## src/rtl/keypad_pkg.sv

```systemverilog
// Shared types and helpers for the 4x4 keypad scanner.
package keypad_pkg;

    localparam int KEY_W = 4;

    typedef enum logic [1:0] {
        RELEASED,
        PRESS_PEND,
        HELD,
        RELEASE_PEND
    } kstate_t;

    typedef enum logic [1:0] {
        NONE,
        SINGLE,
        MULTI
    } fclass_t;

    // Column c, row r -> code 4*(3-c)+r (rightmost driven column gives the high codes)
    function automatic logic [KEY_W-1:0] key_code_of(input logic [1:0] col, input logic [1:0] row);
        return KEY_W'(4 * (3 - int'(col)) + int'(row));
    endfunction

endpackage

```

## src/rtl/keypad_frame_scanner.sv

```systemverilog
// Column prescaler, row synchronizer, frame snapshot and per-frame classifier.
module keypad_frame_scanner
    import keypad_pkg::*;
#(
    parameter int CLK_DIV = 1000,
    parameter int SETTLE  = 8
) (
    input  logic             clk,
    input  logic             rst_n,
    input  logic [3:0]       row_i,
    output logic [3:0]       col_o,
    output logic             frame_done,
    output fclass_t          frame_class,
    output logic [KEY_W-1:0] frame_code
);

    localparam int CNT_W = $clog2(CLK_DIV);
    localparam logic [CNT_W-1:0] SLOT_LAST = CNT_W'(CLK_DIV - 1);
    localparam logic [CNT_W-1:0] SAMPLE_AT = CNT_W'(SETTLE);

    logic [3:0]       row_meta, row_sync;
    logic [CNT_W-1:0] slot_cnt;
    logic [1:0]       col_idx;
    logic [15:0]      snap;
    logic             slot_end;
    logic [4:0]       ones;
    logic [3:0]       hit;

    assign slot_end   = (slot_cnt == SLOT_LAST);
    assign frame_done = slot_end && (col_idx == 2'd3);
    assign col_o      = 4'b0001 << col_idx;

    // Two-stage synchronizer for the asynchronous row lines
    always_ff @(posedge clk or negedge rst_n) begin
        if (!rst_n) begin
            row_meta <= '0;
            row_sync <= '0;
        end else begin
            row_meta <= row_i;
            row_sync <= row_meta;
        end
    end

    // Slot prescaler and column index, column advances on the last slot cycle
    always_ff @(posedge clk or negedge rst_n) begin
        if (!rst_n) begin
            slot_cnt <= '0;
            col_idx  <= '0;
        end else if (slot_end) begin
            slot_cnt <= '0;
            col_idx  <= col_idx + 2'd1;
        end else begin
            slot_cnt <= slot_cnt + 1'b1;
        end
    end

    // Snapshot: one nibble per column at the settle point, cleared as the frame is consumed
    always_ff @(posedge clk or negedge rst_n) begin
        if (!rst_n) begin
            snap <= '0;
        end else if (frame_done) begin
            snap <= '0;
        end else if (slot_cnt == SAMPLE_AT) begin
            snap[{col_idx, 2'b00} +: 4] <= row_sync;
        end
    end

    // Count set bits and remember the last one; the code only matters for SINGLE frames
    always_comb begin
        ones = '0;
        hit  = '0;
        for (int i = 0; i < 16; i++) begin
            if (snap[i]) begin
                ones = ones + 5'd1;
                hit  = 4'(i);
            end
        end
        frame_class = NONE;
        if (ones == 5'd1)
            frame_class = SINGLE;
        else if (ones > 5'd1)
            frame_class = MULTI;
        frame_code = key_code_of(hit[3:2], hit[1:0]);
    end

endmodule

```

## src/rtl/keypad_scan_ctrl.sv

```systemverilog
// Keypad scan controller: frame debounce FSM and key event handshake.
module keypad_scan_ctrl
    import keypad_pkg::*;
#(
    parameter int CLK_DIV         = 1000,
    parameter int SETTLE          = 8,
    parameter int DEBOUNCE_FRAMES = 4
) (
    input  logic             clk,
    input  logic             rst_n,
    input  logic [3:0]       row_i,
    output logic [3:0]       col_o,
    output logic [KEY_W-1:0] key_code,
    output logic             key_valid,
    input  logic             key_ready,
    output logic             key_held,
    output logic             multi_err,
    output logic             key_overrun
);

    localparam logic [3:0] DEB = 4'(DEBOUNCE_FRAMES);

    logic             frame_done;
    fclass_t          frame_class;
    logic [KEY_W-1:0] frame_code;

    kstate_t          state, state_nx;
    logic [3:0]       cnt, cnt_nx;
    logic [KEY_W-1:0] cand, cand_nx;
    logic             accept;

    keypad_frame_scanner #(
        .CLK_DIV (CLK_DIV),
        .SETTLE  (SETTLE)
    ) u_scanner (
        .clk         (clk),
        .rst_n       (rst_n),
        .row_i       (row_i),
        .col_o       (col_o),
        .frame_done  (frame_done),
        .frame_class (frame_class),
        .frame_code  (frame_code)
    );

    // Debounce state, frame counter and candidate code
    always_ff @(posedge clk or negedge rst_n) begin
        if (!rst_n) begin
            state <= RELEASED;
            cnt   <= '0;
            cand  <= '0;
        end else begin
            state <= state_nx;
            cnt   <= cnt_nx;
            cand  <= cand_nx;
        end
    end

    // Debounce transitions, evaluated only on the frame-end strobe
    always_comb begin
        state_nx = state;
        cnt_nx   = cnt;
        cand_nx  = cand;
        accept   = 1'b0;
        if (frame_done) begin
            case (state)
                RELEASED: begin
                    if (frame_class == SINGLE) begin
                        cand_nx = frame_code;
                        cnt_nx  = 4'd1;
                        if (DEB == 4'd1) begin
                            accept   = 1'b1;
                            state_nx = HELD;
                        end else begin
                            state_nx = PRESS_PEND;
                        end
                    end
                end
                PRESS_PEND: begin
                    if (frame_class == SINGLE) begin
                        if (frame_code == cand) begin
                            cnt_nx = cnt + 4'd1;
                            if (cnt_nx == DEB) begin
                                accept   = 1'b1;
                                state_nx = HELD;
                            end
                        end else begin
                            cand_nx = frame_code;
                            cnt_nx  = 4'd1;
                        end
                    end else begin
                        state_nx = RELEASED;
                        cnt_nx   = '0;
                    end
                end
                HELD: begin
                    // Further keys while one is held are ignored
                    if (frame_class == NONE) begin
                        cnt_nx   = (DEB == 4'd1) ? 4'd0 : 4'd1;
                        state_nx = (DEB == 4'd1) ? RELEASED : RELEASE_PEND;
                    end
                end
                RELEASE_PEND: begin
                    if (frame_class == NONE) begin
                        cnt_nx = cnt + 4'd1;
                        if (cnt_nx == DEB) begin
                            state_nx = RELEASED;
                            cnt_nx   = '0;
                        end
                    end else begin
                        state_nx = HELD;
                    end
                end
                default: state_nx = RELEASED;
            endcase
        end
    end

    // Held indication straight from the debounce state
    always_comb begin
        key_held = (state == HELD) || (state == RELEASE_PEND);
    end

    // Event register: accept loads unless a pending code would be overwritten
    always_ff @(posedge clk or negedge rst_n) begin
        if (!rst_n) begin
            key_code    <= '0;
            key_valid   <= 1'b0;
            key_overrun <= 1'b0;
            multi_err   <= 1'b0;
        end else begin
            multi_err   <= frame_done && (frame_class == MULTI);
            key_overrun <= 1'b0;
            if (accept && (!key_valid || key_ready)) begin
                key_code  <= cand_nx;
                key_valid <= 1'b1;
            end else begin
                if (accept)
                    key_overrun <= 1'b1;
                if (key_valid && key_ready)
                    key_valid <= 1'b0;
            end
        end
    end

endmodule

```

## config.mk

```make
export PLATFORM = sky130hd
export DESIGN_NAME = keypad_scan_ctrl
export DESIGN_NICKNAME = d
export VERILOG_FILES = /design/src/rtl/keypad_pkg.sv /design/src/rtl/keypad_frame_scanner.sv /design/src/rtl/keypad_scan_ctrl.sv
export SDC_FILE = /design/constraint.sdc
export NUM_CORES = 1
export LEC_CHECK = 0
export CORE_ASPECT_RATIO = 0.75
export CORE_UTILIZATION = 50
export CTS_BUF_LIST = sky130_fd_sc_hd__clkbuf_4 sky130_fd_sc_hd__clkbuf_8 sky130_fd_sc_hd__clkbuf_16
export CTS_CLUSTER_DIAMETER = 50
export DETAILED_ROUTE_END_ITERATION = 16
export GPL_ROUTABILITY_DRIVEN = 0
export PLACE_DENSITY = 0.74
export SLEW_MARGIN = 10
export SYNTH_ARGS = -nofsm -noshare
export SYNTH_HDL_FRONTEND = slang
export SYNTH_SLANG_ARGS = --single-unit
```

## constraint.sdc

```tcl
create_clock -name clk -period 10.83 [get_ports clk]
set_clock_uncertainty 0.1 [all_clocks]
set_input_delay 2.166 -clock clk [delete_from_list [all_inputs] [get_ports clk]]
set_output_delay 2.166 -clock clk [all_outputs]
set_load 0.01 [all_outputs]
```

Yosys cells after proc, flatten, opt, wreduce, memory -nomap -nowiden
Index checks and enable logic that the tools add are counted.
Operators by class
  add/subtract/negate cells: 21
  $lt $le $gt $ge: 1
  eq/ne operators: 17
  shifts and indexed selects: 3
  multiplexer cells: 66
  reduce and logical (&&, ||, !) cells: 13
Operators with widths (number)
  $mux W4: 24
  $add A5 B1 Y5 const B: 15
  $mux W5: 15
  $mux W16: 2
  $mux W2: 9
  $bwmux W16: 1
  $pmux W4 S4: 1
  $shift A4 B6 Y16 const A: 1
  $shiftx A4 B6 Y16: 1
  $mux W1: 11
  $add A10 B1 Y10 const B: 1
  $eq A10 B10 Y1 const B: 1
  $eq A10 B4 Y1 const B: 1
  $mux W10: 1
  $ne A3 B3 Y1 const B: 3
  $eq A2 B2 Y1 const B: 4
  $pmux W2 S4: 1
  $pmux W4 S2: 1
  $ne A2 B2 Y1 const B: 3
  $neg A4 Y6: 1
  $reduce_and A6 Y1: 1
  $eq A5 B1 Y1 const B: 1
  $gt A5 B1 Y1 const B: 1
  $add A4 B1 Y4 const B: 1
  13 further kinds: 20
Word-level totals
  register bits after elaboration: 53
  input port bits: 7
  output and inout bits: 12

Logic depth before layout (Yosys ltp)
Gate-level depths: netlist of run 1.
  depth in word-level cells: 40
  gate-level depth with buffers: 48
  depth with buffers taken out: 48

By module
A second synthesis of run 1 with hierarchy kept.
Unflattened totals
  cell total of the unflattened synthesis: 448
  area total of the unflattened synthesis: 4067.7 um^2
Modules (own cells, without submodules)
  keypad_frame_scanner: times used 1, cells each 360, area each 3098.0 um^2, sequential area each 900.9 um^2
  keypad_scan_ctrl: times used 1, cells each 88, area each 969.7 um^2, sequential area each 425.4 um^2

Worst setup path after synthesis of run 1
No wires, ideal clock.
  kind: flip-flop to flip-flop
  start: register u_scanner.snap[0]
  end: register cnt[0]
  arrival: 9.623 ns
  data required time: 10.605 ns
  slack: 0.981 ns
  stages on the path, launching flop included: 45
  buffers on the path: 0
  clock period less this slack: 9.849 ns
  path through: dfrtp_1 -> inv_1 -> ha_1 -> xnor2_2 -> inv_2 -> ha_1 -> mux2_2 -> ha_1 -> mux2_2 -> ha_1 -> a32oi_1 -> nand2_1 -> ha_1 -> mux2_2 -> ha_1 -> nand2b_1 -> nand2_1 -> a31oi_1 -> (+9 left out) -> nand2_1 -> o21ai_0 -> ha_1 -> mux2_2 -> ha_1 -> mux2i_1 -> o21ai_0 -> ha_1 -> nand2_1 -> or4_1 -> o311ai_2 -> xnor2_1 -> xnor3_2 -> nor4_1 -> mux2i_1 -> o21a_1 -> or3_4 -> mux2_4
Between the ends
  cells in the longest elaborated chain, start to end: 37
  elaborated cells on any way between the ends: 43
  classes of those cells: 15 x add/sub; 1 x order compare; 5 x eq/ne; 20 x mux; 2 x reduce/logical
RTL lines
  start: declaration: RTL line keypad_frame_scanner.sv:24  | logic [15:0] snap;
  start signal: indexed assignment: RTL line keypad_frame_scanner.sv:64  | snap[{col_idx, 2'b00} +: 4] <= row_sync;
  $mux W1 *: RTL line keypad_frame_scanner.sv:73  | if (snap[i]) begin
  $add A5 B1 Y5: RTL line keypad_frame_scanner.sv:74  | ones = ones + 5'd1;
  $mux W5 *: RTL line keypad_frame_scanner.sv:73
  $add A5 B1 Y5: RTL line keypad_frame_scanner.sv:74
  $mux W5 *: RTL line keypad_frame_scanner.sv:73
  $add A5 B1 Y5: RTL line keypad_frame_scanner.sv:74
  $mux W5 *: RTL line keypad_frame_scanner.sv:73
  $add A5 B1 Y5: RTL line keypad_frame_scanner.sv:74
  (+21 left out)
  $add A5 B1 Y5: RTL line keypad_frame_scanner.sv:74
  $mux W5 *: RTL line keypad_frame_scanner.sv:73
  $gt A5 B1 Y1: RTL line keypad_frame_scanner.sv:81  | else if (ones > 5'd1)
  $mux W2: RTL line keypad_frame_scanner.sv:81
  $mux W2 *: RTL line keypad_frame_scanner.sv:79  | if (ones == 5'd1)
  $eq A2 B1 Y1 or $logic_not A2 Y1 (tied branches)
  $mux W4 or $ne A2 B2 Y1 (tied branches)
  $pmux W4 S4 or $reduce_and A4 Y1 (tied branches)
  end signal: assignment: RTL line keypad_scan_ctrl.sv:53  | cnt <= cnt_nx;
  end: declaration: RTL line keypad_scan_ctrl.sv:28  | logic [3:0] cnt, cnt_nx;
Every way passes the cells marked *; elsewhere a longest branch is shown, timed or not.
A chain may end at the register's enable or synchronous reset.

Final worst setup path of run 1
Ends and elaborated chain as after synthesis.

==> flow_metrics.tcl, run 1 <==
set metrics [dict create \
    fin_crit_ns 10.34 \
    setup_viol 0 \
    route.detailed.drc 0 \
    grt_pass1_wl_mm 14.8 \
    timing.hold.ws_ns 0.251 \
    yosys_most_used_dff "dfrtp_1" \
    vias 3501 \
    worstSetupEndpointType "flop" \
    hp-class "reg2reg" \
    slew_violations 0 \
    num_rows 28 \
    p_leak_nw 2.05 \
    hpwl_mm 6.70 \
    vias_per_cell 5.86 \
    clockBufferDepth 2 \
    die_area_sq_mm 0.00900 \
    drt_iter0_drc 188 \
    synth_area_per_cell_sq_um 9.01 \
    tightest_slew_ns 0.679 \
    grt_pass1_vias 3173 \
    start_util 0.530 \
    drt-wirelength-per-cell_um 15.0 \
    maxSlewHeadroom 0.544 \
    min_from "u_scanner.row_meta[2]" \
    syn_to_final_growth_pct 13.1 \
    power_mw 0.498 \
    required_ns 10.91 \
    coreArea_sq_mm 0.00813 \
    crit_top_cell "ha_1" \
    die_y_um 82.4 \
    reg2regPathDepth 46 \
    holdPathEnd "u_scanner.row_sync[2]" \
    vdd_ir_drop_max_mv 0.111 \
    diodes 0 \
    port_buffers 18 \
    drive_above_1_share 0.144 \
    syn-num-nets 508 \
    cts.sinks 53 \
    hold_viol 0 \
    r2r-end "cnt[0]" \
    cts.htree.levels 2 \
    cp.arrival_ns 10.41 \
    syn_inst 478 \
    fmax_mhz 96.7 \
    ys_ff_latch 53 \
    worst-setup-path-type "reg2reg" \
    async_flop_share 1.00 \
    instances_no_fill 597 \
    critPathMaxFanout 5 \
    grt_max_degree 54 \
    final_util 0.600 \
    die_w_um 109 \
    cp-start-kind "flop" \
    clk_latency_ns 0.29 \
    reg2reg_from "u_scanner.snap[0]" \
    yosys_warnings 0 \
    cts-root-buf "clkbuf_16" \
    boundaryPins 19 \
    status "completed" \
    power_density_mw_per_mm2 102 \
    cts_made_buffers 5 \
    slowest_delay_ns 0.40 \
    synth_edf_count 0 \
    regToRegSetupSlack_ns 0.49 \
    path_clk_slew_ns 0.07 \
    cts_tree "done" \
    yosysSeqAreaShare 0.308 \
    holdPathStages 0 \
    ant_nets 0 \
    finalCritPeriodShare 0.955 \
    antenna_found_initial 0 \
    dr.pass1.iters 4 \
    num-nets-final 522 \
    gr-total-overflow 0 \
    grt_util_all_layers 0.210 \
    slowest_stage "dfrtp_1" \
    routed_wl_mm 8.97 \
    post_synth_num_cell_types 75 \
    syn-cell-area_sq_mm 0.00431 \
    dp_cells 581 \
    max_cap_viol_count 0 \
]
==> Yosys cell counts (4+ instances only) <==
library cell,number,area share
a21oi_1,17,0.020
a22o_1,5,0.010
a31oi_1,4,0.0058
a32o_1,11,0.026
and2_1,12,0.017
and3_1,5,0.0073
clkbuf_1,13,0.011
dfrtp_1,53,0.31
ha_1,23,0.067
inv_1,24,0.021
mux2_2,12,0.031
mux2i_1,6,0.014
nand2_1,55,0.048
nand2b_1,6,0.0087
nand3_1,19,0.022
nand4_1,6,0.0087
nor2_1,36,0.031
nor2b_1,4,0.0058
nor3_1,9,0.010
nor4_1,5,0.0073
o21ai_0,22,0.026
xnor2_1,30,0.061
xnor2_2,4,0.015
xor2_1,13,0.026
==> stage by stage <==
step	worst slack [ns]	instance area [sq um]	TNS [ns]
after floorplan	0.981	4310	0
after global placement	0.397	4530	0
after detailed placement	0.0291	4530	0
after CTS	0.0229	4700	0
after global routing	-0.0457	4870	-0.144
final	0.492	4870	0
==> flip-flops by register name, summed over array words and instances, names as in the netlist, 2 cells and up <==
name,flops
cand,4
cnt,4
key_code,4
state,2
u_scanner.col_idx,2
u_scanner.row_meta,4
u_scanner.row_sync,4
u_scanner.slot_cnt,10
u_scanner.snap,16
==> worst max-delay path by stage <==
stage,cells past startpoint,endpoint,slack (ns),startpoint
2_1_floorplan,44,cnt[0],0.98,u_scanner.snap[0]
3_3_place_gp,48,key_code[0],0.40,u_scanner.snap[0]
3_5_place_dp,48,key_code[0],0.03,u_scanner.snap[0]
4_1_cts,48,key_code[3],0.02,u_scanner.snap[0]
5_1_grt,46,cnt[0],-0.05,u_scanner.snap[0]
6_report,46,cnt[0],0.49,u_scanner.snap[0]
==> timing repair <==
| item | in CTS | in global routing |
|---|---|---|
| setup endpoints to repair | 4 | 16 |
| pin swaps | 0 | 6 |
| setup buffers | 0 | 9 |
| gates resized for setup | 1 | 24 |
| hold buffers | 0 | 0 |
==> cells by family after synthesis <==
logic type,Yosys count,share of synthesized area
buf+inv,46,0.0436
xor+xnor,56,0.154
compound gates,97,0.160
flops,53,0.308
fa+ha+maj,24,0.0691
simple gates,183,0.217
mux,19,0.0488
==> layout make-up <==
class	count	area [sq um]
Tap cell	105	131
Clock buffer	5	125
Inverter	25	93.8
Sequential cell	53	1330
Timing Repair Buffer	28	250
Clock inverter	2	38.8
Multi-Input combinational cell	379	2910
Fill cell	700	3250
==> critical path, delay by kind of cell (launching register included) <==
kind | cells | cell delay [ns]
fa+ha+maj | 14 | 3.82
simple gates | 13 | 2.32
mux | 8 | 1.87
compound gates | 8 | 1.35
flops | 1 | 0.40
xor+xnor | 1 | 0.18
buf+inv | 2 | 0.16
==> layout by cell type (no fill, tap or decap), types with 11 or more instances in the layout <==
master | Yosys | layout
nand2_1 | 55 | 54
dfrtp_1 | 53 | 53
nor2_1 | 36 | 36
xnor2_1 | 30 | 28
inv_1 | 24 | 24
ha_1 | 23 | 21
o21ai_0 | 22 | 19
nand3_1 | 19 | 19
a21oi_1 | 17 | 17
clkdlybuf4s50_1 | 0 | 17
xor2_1 | 13 | 13
mux2_2 | 12 | 12
and2_1 | 12 | 11
a32o_1 | 11 | 11
==> power by group <==
part / switching [mW] / internal (mW) / total, mW
clock: 0.0680 / 0.109 / 0.177
sequential: 0.00311 / 0.200 / 0.203
combinational: 0.0632 / 0.0551 / 0.118
total: 0.134 / 0.364 / 0.498
==> routing by layer <==
metal | wire (um) | up-vias | global-route usage
met5 | 0 | - | 0
met4 | 70 | 0 | 0.0493
met3 | 352 | 6 | 0.0283
met2 | 4000 | 64 | 0.336
met1 | 4550 | 1687 | 0.301
li1 | - | 1744 | -
No activity file was read; power rests on OpenSTA's default activity.
==> inputs of run 2 (changes only) <==
- CORE_UTILIZATION: 50 -> 46
- PLACE_DENSITY: 0.74 -> 0.69
==> run 2 against run 1 <==
Total power shrank 3.9%; combinational power is essentially flat; first-iteration DRC count shrank 0.53%; fmax grew 0.71%; clock-buffer cell count grew 1; clock power shrank 10%; critical path depth grew 1; die area grew 8.5%.
==> flow_metrics.tcl, run 2 (synthesis gave the netlist of run 1 again) <==
set metrics [dict create \
    tightest_slew_ns 0.652 \
    grt_pass1_wl_mm 15.2 \
    cts.htree.levels 2 \
    grt_pass1_vias 3225 \
    cts_tree "done" \
    largest_reg_flops 16 \
    clk_latency_ns 0.29 \
    start_util 0.474 \
    layout_common_cells "53 x nand2_1, 53 x dfrtp_1, 36 x nor2_1" \
    vdd_ir_drop_max_mv 0.0739 \
    path_clk_slew_ns 0.07 \
    largest_registers "u_scanner.snap (16), u_scanner.slot_cnt (10)" \
    ant_nets 0 \
    setup_viol 0 \
    finalCritPeriodShare 0.948 \
    hp-class "reg2reg" \
    syn_to_final_growth_pct 12.8 \
    diodes 0 \
    power_density_mw_per_mm2 98.4 \
    cp.arrival_ns 10.34 \
    slew_violations 0 \
    hold_buffers 0 \
    gr-total-overflow 0 \
    die_area_sq_mm 0.00976 \
    status "completed" \
    power_mw 0.478 \
    clockBufferDepth 2 \
    num_rows 30 \
    fin_crit_ns 10.27 \
    dr.pass1.iters 4 \
    routed_wl_mm 8.82 \
    die_y_um 85.8 \
    max_cap_viol_count 0 \
    cts.sinks 53 \
    drt_iter0_drc 187 \
    antenna_found_initial 0 \
    final_util 0.535 \
    vias 3409 \
    regMostFlops "u_scanner.snap" \
    fillers 842 \
    boundaryPins 19 \
    num-nets-final 519 \
    finish.instance_area_sq_mm 0.00486 \
    fmax_mhz 97.4 \
    worst-setup-path-type "reg2reg" \
    slowest_stage "dfrtp_1" \
    route.detailed.drc 0 \
    cp-start-kind "flop" \
    port_buffers 18 \
    cts-root-buf "clkbuf_16" \
    crit_top_cell "ha_1" \
    ff_latch_area_sq_mm 0.00133 \
    drive_above_1_share 0.141 \
    required_ns 10.90 \
    die_w_um 114 \
    grt_util_all_layers 0.191 \
    coreArea_sq_mm 0.00908 \
    hpwl_mm 6.66 \
    worstSetupEndpointType "flop" \
    maxSlewHeadroom 0.561 \
    multiInputGateArea_sq_mm 0.00291 \
    vias_per_cell 5.52 \
    hold_viol 0 \
    p_leak_nw 2.03 \
    setup-tns-final_ns 0 \
    grt_max_degree 54 \
    dpl_cell_area_sq_mm 0.00456 \
    drt-wirelength-per-cell_um 14.3 \
    critPathMaxFanout 4 \
    cts_made_buffers 5 \
    slowest_delay_ns 0.40 \
]
==> run 2: cell count changes in the layout (fill, tap and decap cells not counted), sizes merged <==
cell    delta
clkinv     +1
clkbuf     +1
bufinv     -1
buf        -3
==> run 2: worst max-delay path: cells and delay by family (launching register included) <==
family                     cells  cell delay, ns
adders and majority gates     13            3.51
and+or+nand+nor               16            2.80
muxes                          8            1.97
AOI/OAI and AO/OA              6            0.90
DFF                            1            0.40
xor gates and xnor gates       2            0.32
buffers and inverters          2            0.14
==> run 2: metal layers <==
layer  track usage  wire, um  up-vias  part of all wire
met5             0         0        -                 0
met4        0.0407        63        0            0.0071
met3        0.0148       228        7             0.026
met2         0.303      3890       59              0.44
met1         0.286      4640     1617              0.53
li1              -         -     1726                 -
==> run 2: metrics by stage <==
step	instances	hold WS [ns]	setup slack, ns
after global placement	604	0.237	0.368
after global routing	618	0.255	-0.0328
final	618	0.251	0.564
after floorplan	478	0.231	0.981
after CTS	612	0.251	0.00337
after detailed placement	604	0.236	-0.0297
==> run 2: worst paths after layout <==
kind / cells past startpoint / end / startpoint / slack, ns
setup / recovery: 47 / key_code[0] / u_scanner.snap[0] / 0.56
hold / removal: 0 / u_scanner.row_sync[1] / u_scanner.row_meta[1] / 0.25
setup reg to reg: 47 / key_code[0] / u_scanner.snap[0] / 0.56
hold reg to reg: 0 / u_scanner.row_sync[1] / u_scanner.row_meta[1] / 0.25
max in group asynchronous: 2 / u_scanner.slot_cnt[6] / rst_n / 8.32
min in group asynchronous: 2 / multi_err / rst_n / 1.89
==> run 2: layout make-up <==
class,count,area share
well taps,128,0.0329
clock inverters,2,0.00283
repair buffers,25,0.0468
inverters,25,0.0193
multi-input cells,379,0.598
clock buffers,6,0.0273
flip-flops and latches,53,0.273
==> run 2: report_power, final <==
group          internal [mW]  switching, mW
Combinational         0.0532         0.0626
Sequential             0.200        0.00312
Clock                 0.0888         0.0706
Total                  0.342          0.136
==> run 2: timing repair <==
item	4_1_cts	5_1_grt
setup endpoints to repair	4	16
gates cloned	0	0
resized for setup	1	23
setup buffers	0	6
pin swaps	1	6
endpoints found under the hold margin	0	0
==> inputs of run 3 (changes only) <==
- GPL_ROUTABILITY_DRIVEN: 0 -> default
- SLEW_MARGIN: 10 -> 20
==> results of run 3 <==
Same layout as run 2: the final DEF is identical, and so are final timing and power.
==> patch 1, RTL diff (config.mk and constraints of run 1) <==
One comparison of `slot_cnt` changes from == to >=.
--- a/src/rtl/keypad_frame_scanner.sv
+++ b/src/rtl/keypad_frame_scanner.sv
@@ -61,5 +61,5 @@
         end else if (frame_done) begin
             snap <= '0;
-        end else if (slot_cnt == SAMPLE_AT) begin
+        end else if (slot_cnt >= SAMPLE_AT) begin
             snap[{col_idx, 2'b00} +: 4] <= row_sync;
         end
Formal check against the unedited RTL: no difference found for any inputs over 10 cycles, from zero or initial values and one cycle with rst_n low; that may be too few to reach the edited logic, so the function may still have changed.
==> patch 1 against run 1 <==
- wire length fell by 2.8%
- count of clock-buffer cells in the layout is the same
- sequential cell count stayed put
- final area is 3.3% lower
- setup slack improved by 0.093 ns
- first-iteration DRC count up 18%
- via count down 2.2%
- critical path depth grew 7
- cell count is 1.3% lower
- area after synthesis down 1.7%
- largest cell class unchanged
- total power decreased by 2.6%
==> patch 1: results (changes against run 1) <==
place_area_um2: 4474  # -1.2%
tightest_slew_ns: 0.6836  # +0.004721 ns
synth_common_cells: "56 x nand2_1, 53 x dfrtp_1, 40 x nor2_1"
max_freq_mhz: 97.61  # +0.91%
peakVddDrop_mv: 0.09512  # -14%
reg2reg_to: "key_code[2]$_DFFE_PN0P_"
multi_input_comb_cells: 381  # +0.53%
buf_share_pct: 4.034  # -1.1 points
worstPathMaxFanout: 8  # +3
synthCells: 475  # -0.63%
clock_area_share_pct: 3.477  # +0.11 points
whs_endpoint: "u_scanner.row_sync[0]$_DFF_PN0_"
ys_top_cells_by_area: "dfrtp_1 31%, ha_1 6.8%, xnor2_1 5.2%, nand2_1 5.0%, xor2_1 3.9%"
nNonClkInverters: 23  # -8.0%
dpl.hpwl_mm: 6.460  # -3.6%
seq_share_pct: 28.13  # +0.92 points
grtUsageMet2_pct: 31.08  # -2.6 points
min-delay-start: "u_scanner.row_meta[0]$_DFF_PN0_"
cp.arrival_ns: 10.32  # -0.09 ns
via_per_inst: 5.813  # -0.87%
post-place-ws_ns: 0.2773  # +0.2481 ns
pwr-share-seq_pct: 41.8  # +1.0 points
wl_mm: 8.722  # -2.8%
grt.met1_usage_pct: 31.83  # +1.7 points
status: "finished, final reports clean"
flops_and_latches: 53  # unchanged
wl_met1_mm: 4.555  # +0.11%
buffers_excl_clock: 20  # -29%
placed_cells: 582  # +0.17%
grtUsageTotal_pct: 21.02  # +0.068 points
hold_ws_ns: 0.2499  # -0.001188 ns
nets: 514  # -1.5%
final_area_um2: 4715  # -3.3%
ff2ff_setup_slack_ns: 0.59  # +0.09 ns
synthDistinctLibCells: 74  # -1.3%
[patch 1: cell count changes after synthesis, moves of 5 or more]
cell     delta
xnor2_1     -5
nand3_1     +5
a32o_1     -11
mux2_2      -9
a21oi_1    +12
xor2_1      +6
[patch 1: worst max-delay path: cells and delay by family (launching register included)]
family / cells / cell delay, ns
AOI/OAI and AO/OA: 13 / 1.85
xor gates and xnor gates: 2 / 0.36
adders and majority gates: 13 / 3.66
buffers and inverters: 3 / 0.28
DFF: 1 / 0.40
muxes: 3 / 0.81
and+or+nand+nor: 19 / 2.68
[patch 1: kinds of logic after synthesis]
group | after synthesis | share of synthesized area, %
buf+inv | 41 | 4.136
xor+xnor | 57 | 15.54
flops | 53 | 31.31
simple gates | 187 | 22.01
mux | 14 | 4.018
compound gates | 99 | 15.95
fa+ha+maj | 24 | 7.031
[patch 1: what timing repair did]
item | CTS | global route
setup endpoints to repair | 0 | 16
resized for setup | 0 | 16
setup buffers | 0 | 0
==> patch 2, RTL diff (config.mk and constraints of run 1) <==
Without the edit above. `CLK_DIV` is set to 1000 in 2 places; all go to 2000.
--- a/src/rtl/keypad_frame_scanner.sv
+++ b/src/rtl/keypad_frame_scanner.sv
@@ -3,5 +3,5 @@
     import keypad_pkg::*;
 #(
-    parameter int CLK_DIV = 1000,
+    parameter int CLK_DIV = 2000,
     parameter int SETTLE  = 8
 ) (
--- a/src/rtl/keypad_scan_ctrl.sv
+++ b/src/rtl/keypad_scan_ctrl.sv
@@ -3,5 +3,5 @@
     import keypad_pkg::*;
 #(
-    parameter int CLK_DIV         = 1000,
+    parameter int CLK_DIV         = 2000,
     parameter int SETTLE          = 8,
     parameter int DEBOUNCE_FRAMES = 4
Formal check against the unedited RTL: same outputs for any inputs over 10 cycles, from zero or initial values and one cycle with rst_n low; that may be too few to reach the edited logic, so the function may still have changed.
==> patch 2 against run 1 <==
- first-iteration DRC count rose by 97%
- final area rose by 12%
- wire length rose by 28%
- die area rose by 15%
- setup slack improved by 0.14 ns
- sequential cell count rose by 1
- area after synthesis rose by 16%
- fmax rose by 1.3%
- combinational power rose by 35%
- total power rose by 11%
==> patch 2: results (changes against run 1) <==
place_area_um2: 5226  # +15%
grt_use_met3_pct: 3.562  # +0.74 points
ff2ff_setup_slack_ns: 0.63  # +0.14 ns
power.leakage_uw: 0.002349  # +15%
synth_fp_nets: 606  # +19%
buf_share_pct: 3.759  # -1.4 points
grt_pass1_vias: 3948  # +24%
drtIter0Drc: 370  # +97%
grt.met1_usage_pct: 35.94  # +5.8 points
synth_xor_xnor_area_share_pct: 16.33  # +0.91 points
flops_and_latches: 54  # +1.9%
synth_compound_area_share_pct: 20.40  # +4.4 points
top_regs: "u_scanner.snap x16, u_scanner.slot_cnt x11"
grtUsageMet2_pct: 35.08  # +1.4 points
nNonClkInverters: 37  # +48%
status: "finished, final reports clean"
multiInputGateArea_um2: 3418  # +18%
crit_family: "compound AO/OA/AOI/OAI gates"
wl_met2_mm: 4.993  # +25%
nets: 610  # +17%
yosysSeqAreaShare_pct: 27.14  # -3.6 points
instances_no_fill: 712  # +19%
nFillCells: 852  # +22%
grt_max_degree: 55  # +1.9%
synth_common_cells: "61 x nand2_1, 54 x dfrtp_1, 45 x nor2_1"
wl_met1_mm: 5.631  # +24%
cp.arrival_ns: 10.28  # -0.13 ns
die_w_um: 117.2  # +7.4%
first_pass_iters: 5  # +1
[patch 2: cell types whose count changed in the layout (fill, tap and decap cells not counted), moves of 7 or more]
| cell | before | now |
|---|---|---|
| mux2_2 | 12 | 0 |
| a21oi_1 | 17 | 27 |
| a32o_1 | 11 | 1 |
| nor2_1 | 36 | 45 |
| and2_1 | 11 | 3 |
| nor3_1 | 9 | 17 |
| o21ai_0 | 19 | 27 |
| a22o_1 | 5 | 12 |
| inv_1 | 24 | 31 |
| nand2_1 | 54 | 61 |
[patch 2: metrics by stage]
stage | util, % | worst slack (ns) | TNS [ns] | hold slack, ns
detailed placement | 54.11 | 0.4079 | 0 | 0.2371
finish | 56.52 | 0.6267 | 0 | 0.2515
CTS | 55.90 | 0.3526 | 0 | 0.2537
global placement | 54.11 | 0.7263 | 0 | 0.2338
global route | 56.52 | -0.02815 | -0.1415 | 0.2570
floorplan | - | 1.556 | 0 | 0.2312
[patch 2: where the power goes]
part           total (uW)  switching [uW]  internal [uW]
Clock                 184            73.2            111
Combinational         159            93.3           65.9
Sequential            207            3.59            204
Total                 550             170            380
[patch 2: worst paths after layout]
path,end,cells after the start,startpoint
max reg2reg,key_code[3]$_DFFE_PN0P_,46,u_scanner.snap[0]$_DFFE_PN0P_
max in group asynchronous,u_scanner.slot_cnt[7]$_DFF_PN0_,2,rst_n
max,key_code[3]$_DFFE_PN0P_,46,u_scanner.snap[0]$_DFFE_PN0P_
min,u_scanner.row_sync[2]$_DFF_PN0_,0,u_scanner.row_meta[2]$_DFF_PN0_
min in group asynchronous,multi_err$_DFF_PN0_,2,rst_n
min reg2reg,u_scanner.row_sync[2]$_DFF_PN0_,0,u_scanner.row_meta[2]$_DFF_PN0_
